File: src/rtl/fifo_sync_flags.sv
// Single-clock FIFO with programmable almost-full/almost-empty flags, optional
// first-word-fall-through read mode, read-valid strobe and sticky error flags.
module fifo_sync_flags #(
  parameter int unsigned WIDTH     = 8,
  parameter int unsigned DEPTH     = 16,
  parameter int unsigned FWFT      = 0,
  parameter int unsigned AF_THRESH = DEPTH - 2,
  parameter int unsigned AE_THRESH = 2
) (
  input  logic                     clk,
  input  logic                     rst,
  input  logic                     wr_en,
  input  logic [WIDTH-1:0]         din,
  input  logic                     rd_en,
  output logic [WIDTH-1:0]         dout,
  output logic                     rd_valid,
  output logic                     full,
  output logic                     empty,
  output logic                     almost_full,
  output logic                     almost_empty,
  output logic [$clog2(DEPTH):0]   level,
  output logic                     overflow,
  output logic                     underflow,
  input  logic                     clr_err
);

  localparam int unsigned AW = $clog2(DEPTH);
  localparam int unsigned LW = AW + 1;

  localparam logic [LW-1:0] DepthLvl = LW'(DEPTH);
  localparam logic [LW-1:0] AfLvl    = LW'(AF_THRESH);
  localparam logic [LW-1:0] AeLvl    = LW'(AE_THRESH);

  logic [WIDTH-1:0] mem_q [DEPTH];

  logic [AW-1:0] wr_ptr_q, wr_ptr_d;
  logic [AW-1:0] rd_ptr_q, rd_ptr_d;
  logic [LW-1:0] level_q, level_d;
  logic          overflow_q, overflow_d;
  logic          underflow_q, underflow_d;
  logic          rd_acc, wr_acc;

  // Flags decode the registered level only, so they never glitch on inputs.
  assign empty        = (level_q == '0);
  assign full         = (level_q == DepthLvl);
  assign almost_full  = (level_q >= AfLvl);
  assign almost_empty = (level_q <= AeLvl);
  assign level        = level_q;
  assign overflow     = overflow_q;
  assign underflow    = underflow_q;

  // A write at full is still taken when a read frees a slot in the same cycle.
  assign rd_acc = rd_en && !empty;
  assign wr_acc = wr_en && (!full || rd_acc);

  always_comb begin
    wr_ptr_d = wr_ptr_q;
    rd_ptr_d = rd_ptr_q;
    level_d  = level_q;
    if (wr_acc) wr_ptr_d = wr_ptr_q + AW'(1);
    if (rd_acc) rd_ptr_d = rd_ptr_q + AW'(1);
    unique case ({wr_acc, rd_acc})
      2'b10:   level_d = level_q + LW'(1);
      2'b01:   level_d = level_q - LW'(1);
      default: level_d = level_q;
    endcase
  end

  // A fresh error in the clearing cycle keeps the flag set.
  always_comb begin
    overflow_d  = (overflow_q  && !clr_err) || (wr_en && !wr_acc);
    underflow_d = (underflow_q && !clr_err) || (rd_en && !rd_acc);
  end

  always_ff @(posedge clk) begin
    if (!rst) begin
      wr_ptr_q    <= '0;
      rd_ptr_q    <= '0;
      level_q     <= '0;
      overflow_q  <= 1'b0;
      underflow_q <= 1'b0;
    end else begin
      wr_ptr_q    <= wr_ptr_d;
      rd_ptr_q    <= rd_ptr_d;
      level_q     <= level_d;
      overflow_q  <= overflow_d;
      underflow_q <= underflow_d;
    end
  end

  // Storage is deliberately not reset; pointers and level define what is valid.
  always_ff @(posedge clk) begin
    if (wr_acc) mem_q[wr_ptr_q] <= din;
  end

  if (FWFT != 0) begin : g_fwft
    assign dout     = mem_q[rd_ptr_q];
    assign rd_valid = !empty;
  end else begin : g_std
    logic [WIDTH-1:0] dout_q, dout_d;
    logic             rd_valid_q, rd_valid_d;

    always_comb begin
      dout_d     = dout_q;
      rd_valid_d = rd_acc;
      if (rd_acc) dout_d = mem_q[rd_ptr_q];
    end

    always_ff @(posedge clk) begin
      if (!rst) begin
        dout_q     <= '0;
        rd_valid_q <= 1'b0;
      end else begin
        dout_q     <= dout_d;
        rd_valid_q <= rd_valid_d;
      end
    end

    assign dout     = dout_q;
    assign rd_valid = rd_valid_q;
  end

endmodule
File: config.mk
export PLATFORM = sky130hd
export DESIGN_NAME = fifo_sync_flags
export DESIGN_NICKNAME = d
export VERILOG_FILES = /design/src/rtl/fifo_sync_flags.sv
export SDC_FILE = /design/constraint.sdc
export NUM_CORES = 1
export LEC_CHECK = 0
export CAP_MARGIN = 40
export CORE_MARGIN = 2
export CORE_UTILIZATION = 55
export CTS_BUF_LIST = sky130_fd_sc_hd__clkbuf_8
export CTS_CLUSTER_SIZE = 28
export DETAILED_ROUTE_END_ITERATION = 7
export PLACE_DENSITY = 0.76
export SKIP_CTS_REPAIR_TIMING = 1
export SYNTH_ARGS = -nofsm -noshare
export SYNTH_HDL_FRONTEND = slang
export SYNTH_SLANG_ARGS = --single-unit
export TNS_END_PERCENT = 5
File: constraint.sdc
create_clock -name clk -period 4.98 [get_ports clk]
set_input_delay 0.498 -clock clk [delete_from_list [all_inputs] [get_ports clk]]
set_output_delay 0.498 -clock clk [all_outputs]
set_load 0.01 [all_outputs]
==> results.txt, run 1 <==
Per report_power, the combinational group accounts for between 20% and 30% of the total. In this design, the largest share of critical-path delay is due to compound AO/OA/AOI/OAI gates. Synthesis produced a netlist whose cell count is 380. The internal power of the cells totals 2254 uW. The design draws 3156 uW. The maximum single-stage delay on the critical path came out at roughly 660 ps.

In the synthesized netlist, the cells that appear most often are 128 x sky130_fd_sc_hd__edfxtp_1, 39 x sky130_fd_sc_hd__mux2i_1, 24 x sky130_fd_sc_hd__dfxtp_1, 21 x sky130_fd_sc_hd__nor2_1. The max-slew headroom at the worst pin is 42.96%. The largest fanout on the critical path came out at 13. Summed over all cells, the static leakage comes to 0.002250 uW. The worst setup path is captured at a register. For this run, design rule violations remaining after detail routing come to 0. The clock share of power is 29.4%.

In the routed layout, each cell is associated on average with a via count of around 6. The die outline height came out at roughly 110 um. The summed negative setup slack over all endpoints came out at 0 ps. Measured along the x axis, the die boundary spans between 100 and 150 um.

The layout overhead on the synthesized area is 13.58%. The power share of the sequential group is between 40% and 50%. 0 antenna diodes ended up in the layout. Subtracting the final worst setup slack from the clock period gives 3142 ps.

At the pin with the least slew margin, the transition time is 852.5 ps. In this run the worst hold path is classified as reg -> reg. The critical path crosses 8 cells after its start point. The share of post-route cells with drive strength above 1 came out at 14.85%. The tree is rooted in a sky130_fd_sc_hd__clkbuf_8. The origin of the worst setup path is level[0].

The worst path buffer plus inverter count came out at 0. The violation count after the first detailed-route iteration came out at 366. CTS saw 152 sinks.

The clock-pin slew on the worst setup and hold paths came out at 90 ps. STA classifies the critical path startpoint as a register. The count of endpoints failing hold in the final timing report came to 0. The dominant cell by count in the synthesized netlist is sky130_fd_sc_hd__edfxtp_1. The final critical path takes up 63.09% of the cycle.

Summing all multi-input logic gate instances after layout gives between 1500 and 2000 sq um. The switching power is 901.9 uW. The number of warnings issued by yosys is 0.

The overall die area is ~12000 sq um. The cell count of the worst hold path is 2. The logic depth of the worst register-to-register path came out at 8. The category of the critical setup timing path is reg -> reg. Entering global routing, the biggest net connects 52 pins.

The number of antenna violations at the first check in global routing is 0. The capturing instance or port of the critical path is level[4]. Walking the worst path, the cells encountered are or4_4 > o21ai_2 > nor2_1 > fa_1 > a21o_1 > a21o_1 > and3_1 > o31a_1. The slowest stage of the critical path belongs to the cell sky130_fd_sc_hd__or4_4. The achievable frequency is about 320 MHz. The clock tree synthesis step divided the H-tree into 4 levels. The startpoint of the most critical register-to-register path is level[0].

The detailed-route via count came out at 3401. The global-route wire length before repair is 18.00 mm. The number of nets in the finished design came out at 440.

The synthesized design contains 152 register bits. Counting flops with a built-in enable in the synthesized netlist gives 128. For this run, asynchronously set or reset flops after synthesis account for 0%. The clock arrives with between 10 and 15 ps of skew. Setup repair after global routing left no endpoint under its margin. The net count after synthesis is roughly 400. Dividing the detail-routed wire length by the instance count gives between 20 and 25 um. The destination of the worst register-to-register timing path is level[4]. The floorplan step defined a core boundary enclosing 10890 sq um. The total half-perimeter wirelength after legalization and detailed placement came out at between 7 and 8 mm. The combined area of all synthesized cells came out at 6182 sq um. The final-layout fill cell count came out at between 700 and 800.

STA puts the critical path data required time at between 5000 and 6000 ps. The number of global-route vias before repair came out at 3254. The aggregate routed wire length came out at 11.75 mm.

The number of clock buffers inserted by TritonCTS came out at 17. For this design the top-level I/O count stands at 33. The signal arrival time at the worst endpoint came out at 3470 ps. The mean instance size in the synthesized netlist is ~16 sq um.

The run finished with clean final reports. The proportion of synthesized chip area in sequential cells came out at 69.95%. The placer's final routability congestion estimate is 0.7916. The total overflow left after global routing is 0. The initial core utilization came out at 56.78%.

Across the VDD grid, the largest voltage drop is 0.0003710 V. Summed over all instances, the cell type with the most area after synthesis is sky130_fd_sc_hd__edfxtp_1. The final-report setup violation count is 0. For the worst-skew pair, the clock arrives at the later sink with an insertion delay of 440 ps. Yosys attributes the largest share of cell area to sky130_fd_sc_hd__edfxtp_1 62%, sky130_fd_sc_hd__dfxtp_1 7.8%, sky130_fd_sc_hd__mux2i_1 6.3%, sky130_fd_sc_hd__mux4_2 5.8%, sky130_fd_sc_hd__ha_1 1.6%.

Cells fill 64.49% of the core in the end. The fraction of post-synthesis cell area in the top cell type by area is 62.17%. The CTS tree is yes.

The first-pass iteration count of the detailed router came out at 5. Among the stages of the critical path, the cell type that occurs most often is sky130_fd_sc_hd__a21o_1. Net switching is 28.57% of the power. The count of final max-slew check failures came out at 0. For this run, the leading register cell type out of synthesis is sky130_fd_sc_hd__edfxtp_1. The worst reg-to-reg setup slack is 1840 ps.

Synthesis instantiated 47 different standard cells from the library. The power per cell area came out at 449.5 nW/um^2. The total global-route track usage came out at 20.85%. The floorplan has 38 rows.

Across the run, the number of max-cap violations was 0. The number of buffer cells added on primary ports is 32. The antenna violation net count after detailed routing is 0. The storage element area is 4325 sq um. In this run the deepest clock path goes through 2 buffers.
[how the worst min path moves through the flow]
stage / from / to / slack, ps
final: overflow / overflow / 490
after CTS: overflow / overflow / 500
after global routing: overflow / overflow / 520
after floorplan: overflow / overflow / 490
after global placement: overflow / overflow / 460
after detailed placement: overflow / overflow / 490
[layer usage]
| metal | up-vias | global-route usage [%] | part of all wire (%) |
|---|---|---|---|
| li1 | 1564 | - | - |
| met1 | 1700 | 30.07 | 42 |
| met2 | 124 | 32.73 | 50 |
| met3 | 13 | 3.880 | 7.0 |
| met4 | 0 | 6.239 | 1.0 |
| met5 | - | 0 | 0 |
[cell usage in the layout (no fill, tap or decap), types with 2 or more instances in the layout]
| cell | netlist | layout |
|---|---|---|
| sky130_fd_sc_hd__edfxtp_1 | 128 | 128 |
| sky130_fd_sc_hd__mux2i_1 | 39 | 39 |
| sky130_fd_sc_hd__clkdlybuf4s50_1 | 0 | 32 |
| sky130_fd_sc_hd__dfxtp_1 | 24 | 23 |
| sky130_fd_sc_hd__nor2_1 | 21 | 21 |
| sky130_fd_sc_hd__clkbuf_8 | 0 | 17 |
| sky130_fd_sc_hd__nand2_1 | 16 | 16 |
| sky130_fd_sc_hd__mux4_2 | 16 | 16 |
| sky130_fd_sc_hd__o22ai_1 | 16 | 16 |
| sky130_fd_sc_hd__nor3_1 | 12 | 12 |
| sky130_fd_sc_hd__a21oi_1 | 12 | 12 |
| sky130_fd_sc_hd__a22oi_1 | 8 | 8 |
| sky130_fd_sc_hd__o21ai_0 | 8 | 8 |
| sky130_fd_sc_hd__ha_1 | 8 | 8 |
| sky130_fd_sc_hd__inv_6 | 0 | 7 |
| sky130_fd_sc_hd__nand2b_1 | 6 | 6 |
| sky130_fd_sc_hd__inv_1 | 4 | 4 |
| sky130_fd_sc_hd__nor2b_1 | 4 | 4 |
| sky130_fd_sc_hd__buf_4 | 0 | 4 |
| sky130_fd_sc_hd__nand3_1 | 3 | 3 |
| sky130_fd_sc_hd__or3_1 | 3 | 3 |
| sky130_fd_sc_hd__xor2_1 | 3 | 3 |
| sky130_fd_sc_hd__a21o_1 | 3 | 3 |
| sky130_fd_sc_hd__clkinvlp_4 | 0 | 3 |
| sky130_fd_sc_hd__nand3b_1 | 2 | 2 |
| sky130_fd_sc_hd__clkinv_1 | 1 | 2 |
| sky130_fd_sc_hd__xnor2_1 | 2 | 2 |
| sky130_fd_sc_hd__and3_1 | 2 | 2 |
| sky130_fd_sc_hd__a211oi_1 | 2 | 2 |
| sky130_fd_sc_hd__clkinv_4 | 0 | 2 |
| sky130_fd_sc_hd__bufinv_16 | 0 | 2 |
| sky130_fd_sc_hd__buf_2 | 7 | 2 |
[cell families (layout without fill, tap and decap cells)]
family / Yosys count / count (layout) / share of synthesized area [%]
AOI/OAI and AO/OA: 59 / 59 / 6.902
xor gates and xnor gates: 5 / 5 / 0.7085
muxes: 56 / 56 / 12.51
adders and majority gates: 9 / 9 / 1.943
DFF: 152 / 152 / 69.95
buffers and inverters: 24 / 75 / 1.862
and+or+nand+nor: 75 / 75 / 6.132
[metrics by stage]
stage	setup WS, ps	hold WS (ps)	cell area [sq um]	instances
floorplan	2224	493.4	6182	380
global placement	1902	460.8	6598	535
detailed placement	1813	485.4	6623	539
CTS	1822	499.9	7022	571
global route	1691	520.9	7022	571
finish	1838	486.1	7022	571
[worst register-to-register path, cell delays in order, from the launching register on]
cell and delay [ps]:
sky130_fd_sc_hd__dfxtp_1 400, sky130_fd_sc_hd__or4_4 670, sky130_fd_sc_hd__o21ai_2 480, sky130_fd_sc_hd__nor2_1 200
sky130_fd_sc_hd__fa_1 450, sky130_fd_sc_hd__a21o_1 190, sky130_fd_sc_hd__a21o_1 210, sky130_fd_sc_hd__and3_1 190
sky130_fd_sc_hd__o31a_1 240
[state kept, by name (all words and copies together) (netlist names)]
name       flops
mem_q        128
wr_ptr_q       4
rd_valid       1
rd_ptr_q       4
overflow       1
level          5
underflow      1
dout           8
[power groups by stage]
stage	sequential [uW]	clock [uW]	combinational [uW]
final	1520	927	707
after global routing	1530	992	769
after CTS	1520	943	716
after detailed placement	1550	0	713
after global placement	1550	0	697
after floorplan	1560	0	447
[final cells by class]
cell class | instances | area share (%)
Clock buffer | 17 | 3.332
Clock inverter | 15 | 2.352
Inverter | 5 | 0.2673
Multi-Input combinational cell | 204 | 24.82
Sequential cell | 152 | 61.60
Tap cell | 140 | 2.495
Timing Repair Buffer | 38 | 5.132
Power figures use the tool's default switching activity.
==> run 2, diff against run 1 <==
==> constraint.sdc (replaced) <==
create_clock -name clk -period 3.16 [get_ports clk]
set_input_delay 0.316 -clock clk [delete_from_list [all_inputs] [get_ports clk]]
set_output_delay 0.316 -clock clk [all_outputs]
set_load 0.01 [all_outputs]
==> results.txt, run 2 (synthesis results as in run 1) <==
The destination of the worst register-to-register timing path is level[4]. The maximum single-stage delay on the critical path came out at between 600 and 700 ps. The library cell used most frequently in the layout, excluding fill and tap cells, is sky130_fd_sc_hd__edfxtp_1. The worst-case setup slack after placement came out at approximately 460 ps.

In the routed design, unresolved DRC markers number 0. The smallest hold slack came out at roughly 470 ps. After layout, the minimum clock period comes to approximately 2700 ps. TritonCTS built the clock tree.

The net switching fraction of the power came out at 27.69%. The capturing instance or port of the critical path is level[4]. The total global-route track usage came out at 21.80%. The run finished with clean final reports. The clock drives 152 sinks. The initial core utilization came out at a little under three fifths. The design internal power came out at 3617 uW. The number of non-filler instances in the completed layout came out at 581.

The clock network latency to the later pin of the worst-skew pair is 440 ps. In this run the worst hold path is classified as reg -> reg. The count of endpoints failing hold in the final timing report came out at 0. The largest fanout on the critical path came out at 8. mem_q holds more flip-flops than any other register. The final clock period utilization by the worst path came out at between 80 and 90%. The global-route wire length before repair is ~18 mm.

After clock tree synthesis, the clock-pin slew on the worst setup and hold paths is 80 ps. The number of antenna violations at the first check in global routing came out at 0. The total half-perimeter wirelength after legalization and detailed placement came out at between 7 and 8 mm.

Global routing finished with a remaining overflow of 0. The count of final max-slew check failures is 0. The share of post-route cells with drive strength above 1 is 16.78%. The worst setup path is captured at a register. The number of global-route vias before repair came out at 3307.

The power share of the sequential group came out at between 40% and 50%. The number of clock buffers inserted by TritonCTS is 17. The core region is roughly 11000 sq um. The aggregate routed wire length came out at 11.82 mm. The worst-case IR drop observed on VDD is 0.0004770 V. The I/O pin count came out at 33. The slowest stage of the critical path belongs to the cell sky130_fd_sc_hd__or4_4.

Timing would allow up to 368.4 MHz. Setup violations remaining at the end of the flow were counted as 0. The detailed-route via count is approximately 3400. STA classifies the critical path startpoint as a register. The library cells used most frequently in the layout, excluding fill and tap cells, are 128 x sky130_fd_sc_hd__edfxtp_1, 39 x sky130_fd_sc_hd__mux2i_1, 32 x sky130_fd_sc_hd__clkdlybuf4s50_1. The clock share of power came out at 29.0%.

In this run the number of H-tree levels came out at 4. The critical path is of the reg -> reg type. The total placed cells including tap cells came out at ~550. The switching power is approximately 1400 uW. The number of logic stages on the critical path including buffering came out at 8.

The violation count after the first detailed-route iteration is 302. The static leakage power is 0.002307 uW. The longest clock path from root to sink contains 2 buffers.

The floorplan has 38 rows. The worst reg-to-reg setup slack is 450 ps. The number of antenna diodes in the final layout is 0. The register with the most flip-flops in the layout has about 130 of them.

The antenna violation net count after detailed routing came out at 0. Combinational logic is responsible for between 20% and 30% of the overall power. The most common cell type on the critical path is sky130_fd_sc_hd__a211oi_1. In this run the worst setup path begins at level[0]. The post-layout total power is 5002 uW. The logic depth of the worst register-to-register path is 8. The layout overhead on the synthesized area came out at 15.02%. The die outline height came out at 110.0 um. The via count normalized by instance count came out at 5.824.

Routability-driven placement finished with a final weighted congestion of 0.8504. Setup repair after global routing left no endpoint under its margin. Before antenna repair, the detailed router went through 5 iterations. The worst-case clock skew came out at a little over 8 ps. The number of buffer cells added on primary ports came out at 32.

The max-slew headroom at the worst pin is 51.33%. The overall die width came out at 110.0 um. The slew at the pin with the worst max-slew slack came out at 727.4 ps. The signal arrival time at the worst endpoint is 3050 ps. The die covers 12100 sq um. The worst path buffer plus inverter count is 0. The tool flagged a number of max-cap violations equal to 0.

The largest delay contributor family on the critical path is compound AO/OA/AOI/OAI gates. The startpoint of the most critical register-to-register path is level[0]. Entering global routing, the biggest net connects 52 pins. The power per cell area is 703.5 nW/um^2. After detailed routing, the average wire length per cell comes to 20.34 um. Traced cell by cell, the critical path runs through or4_4 > o21ai_2 > nor2_1 > fa_1 > a21o_1 > a211oi_1 > a211oi_1 > o31a_1. The final-layout fill cell count is roughly 770.

The summed negative setup slack over all endpoints came out at 0 ps. The endpoint required time on the critical path came out at 3490 ps. The final layout contains 450 nets. The worst setup margin came out at 445.9 ps. Clock tree synthesis selected as its root buffer the cell sky130_fd_sc_hd__clkbuf_8.
[run 2: final cells by class]
type | instances | area (sq um) | area share (%)
sequential | 152 | 4325 | 60.83
timing repair buffer | 48 | 452.9 | 6.370
inverter | 5 | 18.77 | 0.2639
tap | 140 | 175.2 | 2.463
clock buffer | 17 | 234.0 | 3.291
clock inverter | 15 | 161.4 | 2.270
multi-input combinational | 204 | 1743 | 24.51
[run 2: worst min-delay path by stage]
stage             start           to  slack, ps  cells after the start
6_report       overflow     overflow        470                      2
2_1_floorplan    din[0]  mem_q[0][0]        410                      0
3_5_place_dp   overflow     overflow        460                      2
4_1_cts        overflow     overflow        480                      2
5_1_grt        overflow     overflow        500                      2
3_3_place_gp   overflow     overflow        460                      2
[run 2: worst reg2reg max path, cell delays in order (launching register included)]
cell                       delay, ps
sky130_fd_sc_hd__dfxtp_1         400
sky130_fd_sc_hd__or4_4           660
sky130_fd_sc_hd__o21ai_2         170
sky130_fd_sc_hd__nor2_1          110
sky130_fd_sc_hd__fa_1            440
sky130_fd_sc_hd__a21o_1          190
sky130_fd_sc_hd__a211oi_1        250
sky130_fd_sc_hd__a211oi_1         90
sky130_fd_sc_hd__o31a_1          300
[run 2: per-stage QoR]
step                      util [%]  instance area (sq um)
after CTS                    65.31                   7111
after global placement       61.68                   6715
after detailed placement     61.68                   6715
final                        65.31                   7111
after floorplan                  -                   6182
after global routing         65.31                   7111
[run 2: power by group through the flow]
stage	logic, uW	clock network, uW	registers (uW)
after global placement	1120	0	2440
after floorplan	705	0	2460
after CTS	1160	1480	2400
after detailed placement	1160	0	2440
final	1150	1450	2400
after global routing	1250	1560	2420
[run 2: metal layers]
layer	GRT usage, %	routed length [um]	vias up
met2	33.13	5791	81
li1	-	-	1583
met5	0	0	-
met1	30.91	5299	1700
met3	4.644	484	20
met4	9.132	244	0
